$ cat src/rtl/axil_irq_sink_pkg.sv
// Shared types for the AXI-lite interrupt sink: response codes, decode result, path states.
package axil_irq_sink_pkg;

    typedef enum logic [1:0] {
        e_axi_resp_okay   = 2'b00,
        e_axi_resp_exokay = 2'b01,
        e_axi_resp_slverr = 2'b10,
        e_axi_resp_decerr = 2'b11
    } axi_resp_e;

    // Wide enough for up to 256 targets; the decoder range-checks before indexing.
    localparam int irq_idx_width_lp = 8;
    typedef logic [irq_idx_width_lp-1:0] irq_idx_t;

    typedef struct packed {
        logic     hit;
        irq_idx_t idx;
    } decode_s;

    typedef enum logic [1:0] {
        e_wr_idle,
        e_wr_have_aw,
        e_wr_have_w,
        e_wr_resp
    } wr_state_e;

    typedef enum logic {
        e_rd_idle,
        e_rd_resp
    } rd_state_e;

endpackage

$ cat src/rtl/axil_irq_sink_decode.sv
// Combinational address decode: maps a byte address onto a target register index.
module axil_irq_sink_decode
    import axil_irq_sink_pkg::*;
#(
    parameter int                           axil_addr_width_p = 32,
    parameter int                           num_targets_p     = 2,
    parameter logic [axil_addr_width_p-1:0] base_addr_p       = 'h30_b000,
    parameter int                           target_stride_p   = 4
) (
    input  logic [axil_addr_width_p-1:0] addr_i,
    output decode_s                      decode_o
);

    localparam int stride_shift_lp = $clog2(target_stride_p);

    logic [axil_addr_width_p-1:0] offset;
    logic [axil_addr_width_p-1:0] slot_num;

    assign offset   = addr_i - base_addr_p;
    assign slot_num = offset >> stride_shift_lp;

    // Range check uses the full slot number so wrapped or far-away addresses never alias a target.
    always_comb begin
        decode_o.hit = (addr_i >= base_addr_p)
                    && (offset[stride_shift_lp-1:0] == '0)
                    && (slot_num < axil_addr_width_p'(num_targets_p));
        decode_o.idx = slot_num[irq_idx_width_lp-1:0];
    end

endmodule

$ cat src/rtl/bsg_dff_en.sv
// Enable-gated register without reset; used for payloads whose validity is tracked elsewhere.
module bsg_dff_en #(
    parameter int width_p = 1
) (
    input  logic               clk_i,
    input  logic               en_i,
    input  logic [width_p-1:0] data_i,
    output logic [width_p-1:0] data_o
);

    logic [width_p-1:0] data_r;

    always_ff @(posedge clk_i) begin
        if (en_i) begin
            data_r <= data_i;
        end
    end

    assign data_o = data_r;

endmodule

$ cat src/rtl/bsg_dff_reset_set_clear.sv
// Set/clear flag register with synchronous active-high reset.
module bsg_dff_reset_set_clear #(
    parameter int width_p          = 1,
    parameter bit clear_over_set_p = 1'b1
) (
    input  logic               clk_i,
    input  logic               reset_i,
    input  logic [width_p-1:0] set_i,
    input  logic [width_p-1:0] clear_i,
    output logic [width_p-1:0] data_o
);

    logic [width_p-1:0] data_r;

    always_ff @(posedge clk_i) begin
        if (reset_i) begin
            data_r <= '0;
        end else if (clear_over_set_p) begin
            data_r <= (data_r | set_i) & ~clear_i;
        end else begin
            data_r <= (data_r & ~clear_i) | set_i;
        end
    end

    assign data_o = data_r;

endmodule

$ cat src/rtl/axil_irq_sink.sv
// AXI4-Lite slave terminating interrupt-notification writes; one level register per target drives irq_o.
//
// write state  | meaning
// e_wr_idle    | both holding slots empty, no response pending
// e_wr_have_aw | address held, waiting for write data
// e_wr_have_w  | write data held, waiting for address
// e_wr_resp    | commit this cycle, or B response waiting for bready
//
// read state   | meaning
// e_rd_idle    | ready to accept AR
// e_rd_resp    | R response held until rready
module axil_irq_sink
    import axil_irq_sink_pkg::*;
#(
    parameter int                           axil_data_width_p = 32,
    parameter int                           axil_addr_width_p = 32,
    parameter int                           num_targets_p     = 2,
    parameter logic [axil_addr_width_p-1:0] base_addr_p       = 'h30_b000,
    parameter int                           target_stride_p   = 4
) (
    input  logic                           clk_i,
    input  logic                           reset_i,

    input  logic [axil_addr_width_p-1:0]   s_axil_awaddr_i,
    input  logic [2:0]                     s_axil_awprot_i,
    input  logic                           s_axil_awvalid_i,
    output logic                           s_axil_awready_o,

    input  logic [axil_data_width_p-1:0]   s_axil_wdata_i,
    input  logic [axil_data_width_p/8-1:0] s_axil_wstrb_i,
    input  logic                           s_axil_wvalid_i,
    output logic                           s_axil_wready_o,

    output logic [1:0]                     s_axil_bresp_o,
    output logic                           s_axil_bvalid_o,
    input  logic                           s_axil_bready_i,

    input  logic [axil_addr_width_p-1:0]   s_axil_araddr_i,
    input  logic [2:0]                     s_axil_arprot_i,
    input  logic                           s_axil_arvalid_i,
    output logic                           s_axil_arready_o,

    output logic [axil_data_width_p-1:0]   s_axil_rdata_o,
    output logic [1:0]                     s_axil_rresp_o,
    output logic                           s_axil_rvalid_o,
    input  logic                           s_axil_rready_i,

    output logic [num_targets_p-1:0]       irq_o
);

    if (axil_data_width_p != 32) begin : g_bad_data_width
        $error("axil_irq_sink: axil_data_width_p must be 32");
    end
    if (target_stride_p < 4 || (target_stride_p & (target_stride_p - 1)) != 0) begin : g_bad_stride
        $error("axil_irq_sink: target_stride_p must be a power of two of at least 4");
    end
    if (num_targets_p < 1 || num_targets_p > (1 << irq_idx_width_lp)) begin : g_bad_targets
        $error("axil_irq_sink: num_targets_p out of range");
    end

    logic                          aw_full;
    logic                          w_full;
    logic [axil_addr_width_p-1:0]  aw_addr_r;
    logic [1:0]                    w_held;   // {wstrb[0], wdata[0]}

    logic                          bvalid_r;
    logic [1:0]                    bresp_r;
    logic                          rvalid_r;
    logic [1:0]                    rresp_r;
    logic [axil_data_width_p-1:0]  rdata_r;
    logic [num_targets_p-1:0]      irq_r;
    logic [num_targets_p-1:0]      irq_n;
    logic                          rd_bit;

    logic aw_hs, w_hs, b_hs, ar_hs, r_hs, commit;

    wr_state_e wr_state;
    rd_state_e rd_state;
    decode_s   aw_dec;
    decode_s   ar_dec;

    always_comb begin
        wr_state = e_wr_idle;
        if (bvalid_r || (aw_full && w_full)) begin
            wr_state = e_wr_resp;
        end else if (aw_full) begin
            wr_state = e_wr_have_aw;
        end else if (w_full) begin
            wr_state = e_wr_have_w;
        end
    end

    assign rd_state = rvalid_r ? e_rd_resp : e_rd_idle;

    assign s_axil_awready_o = (wr_state == e_wr_idle) || (wr_state == e_wr_have_w);
    assign s_axil_wready_o  = (wr_state == e_wr_idle) || (wr_state == e_wr_have_aw);
    assign s_axil_arready_o = (rd_state == e_rd_idle);

    assign aw_hs  = s_axil_awvalid_i & s_axil_awready_o;
    assign w_hs   = s_axil_wvalid_i & s_axil_wready_o;
    assign b_hs   = bvalid_r & s_axil_bready_i;
    assign ar_hs  = s_axil_arvalid_i & s_axil_arready_o;
    assign r_hs   = rvalid_r & s_axil_rready_i;
    assign commit = aw_full & w_full;

    bsg_dff_reset_set_clear #(.width_p(1)) aw_full_reg (
        .clk_i   (clk_i),
        .reset_i (reset_i),
        .set_i   (aw_hs),
        .clear_i (commit),
        .data_o  (aw_full)
    );

    bsg_dff_reset_set_clear #(.width_p(1)) w_full_reg (
        .clk_i   (clk_i),
        .reset_i (reset_i),
        .set_i   (w_hs),
        .clear_i (commit),
        .data_o  (w_full)
    );

    bsg_dff_en #(.width_p(axil_addr_width_p)) aw_addr_reg (
        .clk_i  (clk_i),
        .en_i   (aw_hs),
        .data_i (s_axil_awaddr_i),
        .data_o (aw_addr_r)
    );

    bsg_dff_en #(.width_p(2)) w_data_reg (
        .clk_i  (clk_i),
        .en_i   (w_hs),
        .data_i ({s_axil_wstrb_i[0], s_axil_wdata_i[0]}),
        .data_o (w_held)
    );

    axil_irq_sink_decode #(
        .axil_addr_width_p (axil_addr_width_p),
        .num_targets_p     (num_targets_p),
        .base_addr_p       (base_addr_p),
        .target_stride_p   (target_stride_p)
    ) aw_decode (
        .addr_i   (aw_addr_r),
        .decode_o (aw_dec)
    );

    axil_irq_sink_decode #(
        .axil_addr_width_p (axil_addr_width_p),
        .num_targets_p     (num_targets_p),
        .base_addr_p       (base_addr_p),
        .target_stride_p   (target_stride_p)
    ) ar_decode (
        .addr_i   (s_axil_araddr_i),
        .decode_o (ar_dec)
    );

    always_comb begin
        irq_n = irq_r;
        if (commit && aw_dec.hit && w_held[1]) begin
            for (int i = 0; i < num_targets_p; i++) begin
                if (aw_dec.idx == irq_idx_t'(i)) begin
                    irq_n[i] = w_held[0];
                end
            end
        end
    end

    // Read mux looks at irq_r, so a read racing a commit returns the pre-write level.
    always_comb begin
        rd_bit = 1'b0;
        for (int i = 0; i < num_targets_p; i++) begin
            if (ar_dec.idx == irq_idx_t'(i)) begin
                rd_bit = irq_r[i];
            end
        end
    end

    always_ff @(posedge clk_i) begin
        if (reset_i) begin
            bvalid_r <= 1'b0;
            bresp_r  <= e_axi_resp_okay;
            rvalid_r <= 1'b0;
            rresp_r  <= e_axi_resp_okay;
            rdata_r  <= '0;
            irq_r    <= '0;
        end else begin
            irq_r <= irq_n;

            if (commit) begin
                bvalid_r <= 1'b1;
                bresp_r  <= aw_dec.hit ? e_axi_resp_okay : e_axi_resp_decerr;
            end else if (b_hs) begin
                bvalid_r <= 1'b0;
                bresp_r  <= e_axi_resp_okay;
            end

            if (ar_hs) begin
                rvalid_r <= 1'b1;
                rresp_r  <= ar_dec.hit ? e_axi_resp_okay : e_axi_resp_decerr;
                rdata_r  <= axil_data_width_p'(ar_dec.hit & rd_bit);
            end else if (r_hs) begin
                rvalid_r <= 1'b0;
                rresp_r  <= e_axi_resp_okay;
                rdata_r  <= '0;
            end
        end
    end

    assign s_axil_bvalid_o = bvalid_r;
    assign s_axil_bresp_o  = bresp_r;
    assign s_axil_rvalid_o = rvalid_r;
    assign s_axil_rresp_o  = rresp_r;
    assign s_axil_rdata_o  = rdata_r;
    assign irq_o           = irq_r;

    logic unused_inputs;
    assign unused_inputs = ^{s_axil_awprot_i, s_axil_arprot_i,
                             s_axil_wdata_i[axil_data_width_p-1:1],
                             s_axil_wstrb_i[axil_data_width_p/8-1:1]};

endmodule

$ cat config.mk
export PLATFORM = sky130hd
export DESIGN_NAME = axil_irq_sink
export DESIGN_NICKNAME = d
export VERILOG_FILES = /design/src/rtl/axil_irq_sink_pkg.sv /design/src/rtl/axil_irq_sink_decode.sv /design/src/rtl/bsg_dff_en.sv /design/src/rtl/bsg_dff_reset_set_clear.sv /design/src/rtl/axil_irq_sink.sv
export SDC_FILE = /design/constraint.sdc
export NUM_CORES = 1
export LEC_CHECK = 0
export CAP_MARGIN = 5
export CELL_PAD_IN_SITES_DETAIL_PLACEMENT = 1
export CELL_PAD_IN_SITES_GLOBAL_PLACEMENT = 1
export CORE_ASPECT_RATIO = 0.7
export CORE_UTILIZATION = 24
export CTS_CLUSTER_DIAMETER = 80
export CTS_CLUSTER_SIZE = 16
export DETAILED_ROUTE_END_ITERATION = 16
export PLACE_DENSITY = 0.78
export REMOVE_ABC_BUFFERS = 1
export SKIP_CTS_REPAIR_TIMING = 1
export SYNTH_ARGS = -nofsm -noshare
export SYNTH_HDL_FRONTEND = slang
export SYNTH_SLANG_ARGS = --single-unit
export TNS_END_PERCENT = 20
$ cat constraint.sdc
create_clock -name clk_i -period 2.22 [get_ports clk_i]
set_clock_uncertainty 0.2 [all_clocks]
set_input_delay 0.444 -clock clk_i [delete_from_list [all_inputs] [get_ports clk_i]]
set_output_delay 0.444 -clock clk_i [all_outputs]
set_load 0.05 [all_outputs]
==> reports/qor.yml, run 1 <==
power_and_ir_drop:
  leakage_nw: 1.125
  vdd_drop_max_v: 0.0003189
  clkPwrFrac_pct: 34.2
  p_seq_share_pct: 46.0
  combPwrFrac_pct: 19.9
  internal_power_w: 0.001545
  sw_frac_of_total_pct: 26.15
  p_total_w: 0.002093
  p_switching_w: 0.0005472
  power_density_mw_per_mm2: 682.4
layout:
  seq_area_mm2: 0.001201
  drive_above_1_share_pct: 8.679
  syn_to_final_growth_pct: 49.09
  fillers: 894
  multi_input_area_um2: 693.2
  insertedDiodeCount: 0
  mostFrequentLayoutCells: "clkdlybuf4s50_1 (80), edfxtp_1 (34), conb_1 (31)"
  final_area_mm2: 0.003067
  mostFrequentLayoutCell: "clkdlybuf4s50_1"
  layout.nets: 377
  fin_util_pct: 37.98
route:
  drt-total-wl_um: 4924
  postRouteAntennaNets: 0
  vias: 1537
  drc: 0
  viasPerCell: 4.199
  drt_first_pass_iters: 4
  initialDrtViolationCount: 25
  wl_per_cell_um: 13.45
clock_network:
  ctsHtreeMaxLevel: 2
  cts_sinks: 43
  worstSkewPairLatency_ps: 280
  path_clk_slew_ps: 60
  cts_tree: "built"
  root_buffer: "clkbuf_16"
  clock_path_buffers: 2
  numCtsBuffers: 5
floorplanning:
  start_util_pct: 25.48
  io_pins: 156
  fp-row-count: 27
  dieHeight_um: 79.46
  die_x_um: 112.7
  dieArea_mm2: 0.008951
  core_mm2: 0.008074
global_routing:
  grt_use_met2_pct: 18.70
  overflow: 0
  grt_max_degree: 34
  grt_busiest_layer: "met2"
  grt_pass1_vias: 1575
  met3_usage_pct: 3.341
  antenna_found_initial: 0
  grt_util_met1_pct: 14.47
  grt_pass1_wl_um: 7734
  grt.total_usage_pct: 11.25
sta:
  tightest_slew_ps: 522.3
  slew_viol_final: 0
  rsz0062_at_grt: "no"
  tns_ps: 0
  max_freq_mhz: 469.2
  hold_viol_final: 0
  timing.final.ws_setup_ps: 88.80
  setup-violations-final: 0
  fin_crit_sh_pct: 96.00
  relSlewSlack_pct: 65.07
  fin_crit_ps: 2131
critical_path:
  critical_path_arrival_ps: 1490
  cpLargestDelayFamily: "buffers and inverters"
  r2r_start: "aw_addr_reg.data_o[17]"
  rr_endpoint: "irq_o[1]"
  crit_type: "reg2out"
  cpMaxStageDelayCell: "clkdlybuf4s50_1"
  critical_path_buf_inv_count: 1
  slowest_delay_ps: 830
  crit_fanout: 3
  crit_path_start: "s_axil_bresp_o[0]"
  required_ps: 1580
  cp_cell_sequence: "clkdlybuf4s50_1"
  ff2ff_path_depth: 5
  r2r_slack_ps: 250
  cp-end-kind: "output port"
  cp-start-kind: "register"
  cp.depth: 1
placement:
  place_ws_ps: -90.17
  port_buffers: 84
  hpwl_um: 4060
  dpl_cell_area_mm2: 0.002914
  routabilityCongestion: 0.7303
run_status:
  status: "completed"
logic_synthesis:
  synth_edf_count: 34
  synthFlopType: "edfxtp_1"
  yosys_warnings: 0
  ys_ff_latch: 43
  synthDistinctLibCells: 40
  synth_area_mm2: 0.002057
  syn_area_per_cell_um2: 11.89
  synth_seq_area_share_pct: 58.39
  async_reset_ff_share_pct: 0
  syn_inst: 173
run:
  drv_cap: 0
worst_hold_path:
  min_from: "s_axil_rdata_o[0]"
  hold_path_end: "s_axil_rdata_o[0]"
  hp-class: "reg2reg"
  holdPathStages: 2
[power by group through the flow]
| stage | registers [W] | clock network [W] | logic, W |
|---|---|---|---|
| 5_1_grt | 0.000970 | 0.000767 | 0.000443 |
| 6_report | 0.000962 | 0.000715 | 0.000416 |
| 4_1_cts | 0.000963 | 0.000733 | 0.000416 |
| 3_3_place_gp | 0.000976 | 0 | 0.000408 |
| 3_5_place_dp | 0.000980 | 0 | 0.000415 |
| 2_1_floorplan | 0.000999 | 0 | 0.000199 |
[layout make-up]
class,count,area share [%]
flip-flops and latches,43,39.17
repair buffers,88,28.48
multi-input cells,119,22.60
clock buffers,7,4.651
well taps,101,4.121
inverters,7,0.8568
clock inverters,1,0.1224
[layer usage]
metal	part of all wire, %	wire, um
met4	0.57	28
met1	46	2268
met3	5.2	257
met5	0	0
met2	48	2370
[Yosys cell counts, types with 2 or more instances]
cell,count,share of area [%]
buf_4,34,12
edfxtp_1,34,50
nor2_1,13,2.4
a21oi_1,9,2.2
dfxtp_1,9,8.8
nand2_1,8,1.5
nor3_1,8,1.9
inv_1,7,1.3
nor4_1,6,1.8
and2_1,3,0.91
mux2i_1,3,1.5
o2111ai_1,3,1.3
nand3_1,2,0.49
nand4_1,2,0.61
nand4b_1,2,0.85
nor3b_1,2,0.73
nor4b_1,2,0.85
o21a_1,2,0.73
o21ai_1,2,0.49
or2b_2,2,0.85
[cells by family (layout without fill, tap and decap cells)]
kind of cell,count (synthesis),after routing,share of synthesized area [%]
xor gates and xnor gates,1,1,0.4259
AOI/OAI and AO/OA,25,25,8.516
DFF,43,43,58.39
and+or+nand+nor,58,58,16.79
muxes,4,4,2.007
buffers and inverters,41,103,13.69
other,1,31,0.1823
[sequential cells by signal (all words and copies together), names as in the netlist]
| signal | flops |
|---|---|
| aw_addr_reg.data_o | 32 |
| irq_o | 2 |
| w_data_reg.data_o | 2 |
| aw_full_reg.data_o | 1 |
| s_axil_bresp_o | 1 |
| s_axil_bvalid_o | 1 |
| s_axil_rdata_o | 1 |
| s_axil_rresp_o | 1 |
| s_axil_rvalid_o | 1 |
| w_full_reg.data_o | 1 |
[metrics by stage]
| stage | hold WS (ps) | cells |
|---|---|---|
| 2_1_floorplan | 293.3 | 169 |
| 3_3_place_gp | 265.7 | 358 |
| 3_5_place_dp | 274.8 | 358 |
| 4_1_cts | 290.0 | 366 |
| 5_1_grt | 309.4 | 366 |
| 6_report | 283.8 | 366 |
[how the worst max path moves through the flow]
stage / slack (ps) / end
global placement: -60 / s_axil_rresp_o[0]
detailed placement: -90 / s_axil_rresp_o[0]
floorplan: -560 / aw_addr_reg.data_o[0]
finish: 90 / s_axil_bresp_o[0]
global route: 40 / s_axil_rresp_o[0]
CTS: 80 / s_axil_rresp_o[0]
[worst min-delay path, cell delays in order, from the launching register on]
cell and delay (ps):
dfxtp_1 310, nand3b_1 80, o21ai_1 50
(Power assumes the default switching activity.)
==> run 2: changes to the inputs <==
--- a/config.mk
+++ b/config.mk
@@ -15,6 +15,7 @@
 export DETAILED_ROUTE_END_ITERATION = 16
 export PLACE_DENSITY = 0.78
 export REMOVE_ABC_BUFFERS = 1
+export SETUP_SLACK_MARGIN = 0.5
 export SKIP_CTS_REPAIR_TIMING = 1
 export SYNTH_ARGS = -nofsm -noshare
 export SYNTH_HDL_FRONTEND = slang
==> reports/qor.yml, run 2 (synthesis results as in run 1) <==
run_status:
  status: "completed"
power_and_ir_drop:
  leakage_nw: 1.225  # +8.8%
  p_switching_w: 0.0005477  # about the same
  vdd_drop_max_v: 0.0002996  # -6.1%
  power_density_mw_per_mm2: 678.6  # -0.56%
  p_seq_share_pct: 46.0  # about the same
  internal_power_w: 0.001543  # -0.19%
  combPwrFrac_pct: 19.8  # about the same
  clkPwrFrac_pct: 34.2  # about the same
  sw_frac_of_total_pct: 26.20  # +0.054 points
  p_total_w: 0.002090  # -0.11%
sta:
  timing.final.ws_setup_ps: 250.3  # +161.5 ps
  setup-violations-final: 0  # unchanged
  max_freq_mhz: 507.7  # +8.2%
  fin_crit_ps: 1970  # -161.5 ps
  fin_crit_sh_pct: 88.73  # -7.3 points
  rsz0062_at_grt: "yes"
  tns_ps: 0  # unchanged
  hold_slack_ps: 284.7  # +0.8820 ps
  tightest_slew_ps: 534.2  # +11.87 ps
  slew_viol_final: 0  # unchanged
  hold_viol_final: 0  # unchanged
  relSlewSlack_pct: 64.33  # -0.74 points
worst_hold_path:
  hp-class: "reg2reg"
  holdPathStages: 2  # unchanged
  hold_path_end: "s_axil_rdata_o[0]"
  min_from: "s_axil_rdata_o[0]"
critical_path:
  crit_fanout: 3  # unchanged
  crit_type: "reg2reg"
  cp-end-kind: "register"
  rr_endpoint: "irq_o[1]"
  r2r_start: "aw_addr_reg.data_o[17]"
  cp-start-kind: "register"
  critical_path_arrival_ps: 1930  # +440 ps
  required_ps: 2180  # +600 ps
  r2r_slack_ps: 250  # about the same
  ff2ff_path_depth: 5  # unchanged
layout:
  mostFrequentLayoutCells: "clkdlybuf4s50_1 (72), edfxtp_1 (34), conb_1 (31)"
  largest_reg_flops: 32  # unchanged
  layout.nets: 377  # unchanged
  fillers: 895  # +0.11%
  mostFrequentLayoutCell: "clkdlybuf4s50_1"
  fin_util_pct: 38.15  # +0.17 points
  insertedDiodeCount: 0  # unchanged
  syn_to_final_growth_pct: 49.76
  drive_above_1_share_pct: 10.19  # +1.5 points
clock_network:
  numCtsBuffers: 5  # unchanged
  cts_sinks: 43  # unchanged
  root_buffer: "clkbuf_16"
  ctsHtreeMaxLevel: 2  # unchanged
  cts_tree: "built"
  path_clk_slew_ps: 60  # about the same
  worstSkewPairLatency_ps: 280  # about the same
  clock_path_buffers: 2  # unchanged
placement:
  routabilityCongestion: 0.7303  # unchanged
  hpwl_um: 4060  # unchanged
  port_buffers: 84  # unchanged
  place_ws_ps: -90.17  # unchanged
floorplanning:
  io_pins: 156  # unchanged
  die_x_um: 112.7  # unchanged
  dieHeight_um: 79.46  # unchanged
  fp-row-count: 27  # unchanged
  start_util_pct: 25.48  # unchanged
  core_mm2: 0.008074  # unchanged
  dieArea_mm2: 0.008951  # unchanged
route:
  drt_first_pass_iters: 4  # unchanged
  drc: 0  # unchanged
  wl_per_cell_um: 13.46  # about the same
  vias: 1535  # -0.13%
  initialDrtViolationCount: 25  # unchanged
  drt-total-wl_um: 4926  # about the same
  viasPerCell: 4.194  # -0.13%
  postRouteAntennaNets: 0  # unchanged
global_routing:
  overflow: 0  # unchanged
  grt_pass1_wl_um: 7734  # unchanged
  grt_max_degree: 34  # unchanged
  antenna_found_initial: 0  # unchanged
  grt.total_usage_pct: 11.25  # unchanged
  grt_pass1_vias: 1575  # unchanged
run:
  drv_cap: 0  # unchanged
run 2: power by group through the flow:
stage                     logic, W  clock network [W]  registers, W
after floorplan           0.000199                  0      0.000999
after global placement    0.000408                  0      0.000976
after detailed placement  0.000415                  0      0.000980
after CTS                 0.000416           0.000733      0.000963
after global routing      0.000441           0.000767      0.000970
final                     0.000413           0.000715      0.000962
run 2: per-stage QoR:
step                instances  cell area (um2)
floorplan                 169             1914
global placement          358             2914
detailed placement        358             2914
CTS                       366             3060
global route              366             3080
finish                    366             3080
run 2: layout make-up:
class                      count  area (um2)  share of cell area [%]
tap                          101       126.4                   4.102
timing repair buffer          88       878.3                   28.51
clock buffer                   7       142.6                   4.630
multi-input combinational    119       701.9                   22.79
sequential                    43        1201                   38.99
clock inverter                 1       3.754                  0.1219
inverter                       7       26.28                  0.8530
run 2: layer usage:
| layer | wire length, um | track usage (%) |
|---|---|---|
| met1 | 2255 | 14.47 |
| met2 | 2379 | 18.70 |
| met3 | 263 | 3.341 |
| met4 | 28 | 2.400 |
| met5 | 0 | 0 |
run 2: worst max-delay path by stage:
stage                                       from                    end  depth (start not counted)
after global routing         s_axil_araddr_i[16]      s_axil_rresp_o[0]                          6
after CTS                      s_axil_rresp_o[0]      s_axil_rresp_o[0]                          1
after floorplan                  s_axil_bvalid_o  aw_addr_reg.data_o[0]                          2
after global placement          s_axil_arvalid_i      s_axil_rresp_o[0]                          6
final                     aw_addr_reg.data_o[17]               irq_o[1]                          5
after detailed placement        s_axil_arvalid_i      s_axil_rresp_o[0]                          6
run 2: critical path: stages (launching register included):
cell       delay (ps)
edfxtp_1          420
or4_4             550
a21oi_4           150
and3b_2           230
o2111ai_1         150
mux2i_1           150
==> run 3: changes to the inputs <==
==> constraint.sdc (replaced) <==
create_clock -name clk_i -period 2.25 [get_ports clk_i]
set_clock_uncertainty 0.2 [all_clocks]
set_input_delay 0.45 -clock clk_i [delete_from_list [all_inputs] [get_ports clk_i]]
set_output_delay 0.45 -clock clk_i [all_outputs]
set_load 0.005 [all_outputs]
==> reports/qor.yml, run 3 (synthesis results as in run 1) <==
clock_network:
  clock_path_buffers: 2  # unchanged
  cts_tree: "built"
  ctsHtreeMaxLevel: 2  # unchanged
  path_clk_slew_ps: 60  # about the same
  worstSkewPairLatency_ps: 280  # about the same
  root_buffer: "clkbuf_16"
  numCtsBuffers: 5  # unchanged
  cts_sinks: 43  # unchanged
critical_path:
  cpMaxStageDelayCell: "or4_4"
  cpLargestDelayFamily: "simple AND/OR/NAND/NOR gates"
  critical_path_arrival_ps: 1940  # about the same
  cp-start-kind: "register"
  r2r_slack_ps: 280  # +30 ps
  r2r_start: "aw_addr_reg.data_o[16]"
  slowest_delay_ps: 560  # about the same
  cp-end-kind: "register"
  rr_endpoint: "irq_o[1]"
  ff2ff_path_depth: 5  # unchanged
  cp_cell_sequence: "or4_4, a21oi_4, and3b_2, o2111ai_2, mux2i_1"
  crit_type: "reg2reg"
  crit_fanout: 3  # unchanged
  required_ps: 2220  # +40 ps
  critical_path_buf_inv_count: 0  # unchanged
placement:
  dpl_cell_area_mm2: 0.002909  # -0.17%
  routabilityCongestion: 0.7048  # -3.5%
  hpwl_um: 4034  # -0.64%
  dp_cells: 356  # -0.56%
  port_buffers: 84  # unchanged
power_and_ir_drop:
  p_seq_share_pct: 44.2  # -1.8 points
  leakage_nw: 1.425  # +16%
  combPwrFrac_pct: 12.9  # -6.9 points
  power_density_mw_per_mm2: 651.3  # -4.0%
  sw_frac_of_total_pct: 20.11  # -6.1 points
  vdd_drop_max_v: 0.0004697  # +57%
  clkPwrFrac_pct: 42.9  # +8.7 points
  internal_power_w: 0.001724  # +12%
  p_switching_w: 0.0004340  # -21%
sta:
  setup-violations-final: 0  # unchanged
  hold_slack_ps: 263.3  # -21.33 ps
  fin_crit_ps: 1973  # +3.622 ps
  rsz0062_at_grt: "yes"
  hold_viol_final: 0  # unchanged
  slew_viol_final: 0  # unchanged
  fin_crit_sh_pct: 87.70  # -1.0 points
  max_freq_mhz: 506.8  # -0.18%
  tns_ps: 0  # unchanged
global_routing:
  antenna_found_initial: 0  # unchanged
  grt_max_degree: 34  # unchanged
  grt_pass1_wl_um: 7617  # -1.5%
  grt_pass1_vias: 1545  # -1.9%
  overflow: 0  # unchanged
  grt.total_usage_pct: 11.18  # -0.069 points
route:
  drc: 0  # unchanged
  postRouteAntennaNets: 0  # unchanged
  drt-total-wl_um: 5341  # +8.4%
  viasPerCell: 4.291  # +2.3%
  wl_per_cell_um: 14.51  # +7.8%
  initialDrtViolationCount: 27  # +8.0%
  drt_first_pass_iters: 4  # unchanged
  vias: 1579  # +2.9%
layout:
  multi_input_area_um2: 798.3  # +14%
  syn_to_final_growth_pct: 61.07
  fillers: 869  # -2.9%
  mostFrequentLayoutCell: "clkdlybuf4s50_1"
  insertedDiodeCount: 0  # unchanged
  fin_util_pct: 41.04  # +2.9 points
  largest_reg_flops: 32  # unchanged
  mostFrequentLayoutCells: "clkdlybuf4s50_1 (56), edfxtp_1 (34), conb_1 (31)"
  seq_area_mm2: 0.001201  # unchanged
  drive_above_1_share_pct: 15.73  # +5.5 points
  final_area_mm2: 0.003313  # +7.6%
  layout.nets: 379  # +0.53%
  fin_cells: 368  # +0.55%
floorplanning:
  fp-row-count: 27  # unchanged
  dieArea_mm2: 0.008951  # unchanged
  core_mm2: 0.008074  # unchanged
  die_x_um: 112.7  # unchanged
  dieHeight_um: 79.46  # unchanged
  start_util_pct: 25.48  # unchanged
  io_pins: 156  # unchanged
worst_hold_path:
  min_from: "s_axil_arvalid_i"
  holdPathStages: 2  # unchanged
  hp-class: "in2reg"
  hold_path_end: "s_axil_rvalid_o"
run_status:
  status: "completed"
run:
  drv_cap: 0  # unchanged
run 3: changes by cell type in the layout (fill, tap and decap cells not counted), sizes merged:
| cell | change |
|---|---|
| clkinv | -1 |
| clkbuf | -4 |
| bufinv | +2 |
| buf | -2 |
| clkdlybuf4s50 | -16 |
| dlymetal6s2s | +22 |
| clkinvlp | +1 |
run 3: final cells by class:
cell class / instances / area share (%)
clock inverter: 3 / 2.039
multi-input combinational: 119 / 24.09
sequential: 43 / 36.25
inverter: 7 / 0.7931
clock buffer: 5 / 3.776
timing repair buffer: 90 / 29.23
tap: 101 / 3.814
run 3: power by group through the flow:
stage	clock network, W	registers (W)	logic (W)
after CTS	0.000939	0.000951	0.000265
after detailed placement	0	0.000968	0.000264
final	0.000925	0.000954	0.000278
after global routing	0.000970	0.000961	0.000303
after global placement	0	0.000965	0.000256
after floorplan	0	0.000961	0.0000765
run 3: worst max path at each step:
stage	from	endpoint	depth (start not counted)
floorplan	s_axil_bvalid_o	aw_addr_reg.data_o[0]	2
global placement	s_axil_araddr_i[15]	s_axil_rresp_o[0]	6
detailed placement	s_axil_arvalid_i	s_axil_rresp_o[0]	6
CTS	s_axil_bvalid_o	s_axil_awready_o	2
global route	aw_addr_reg.data_o[29]	irq_o[1]	5
finish	aw_addr_reg.data_o[16]	irq_o[1]	5
run 3: metal layers:
metal  track usage [%]  part of all wire [%]
met1             13.94                    43
met3             3.872                   5.3
met4             2.933                   1.1
met2             18.46                    50
met5                 0                     0
run 3: stage by stage:
step	setup WS (ps)	total power, W
6_report	276.7	0.002158
5_1_grt	202.3	0.002235
4_1_cts	235.8	0.002156
3_5_place_dp	-25.68	0.001232
3_3_place_gp	-27.78	0.001220
2_1_floorplan	326.2	0.001037
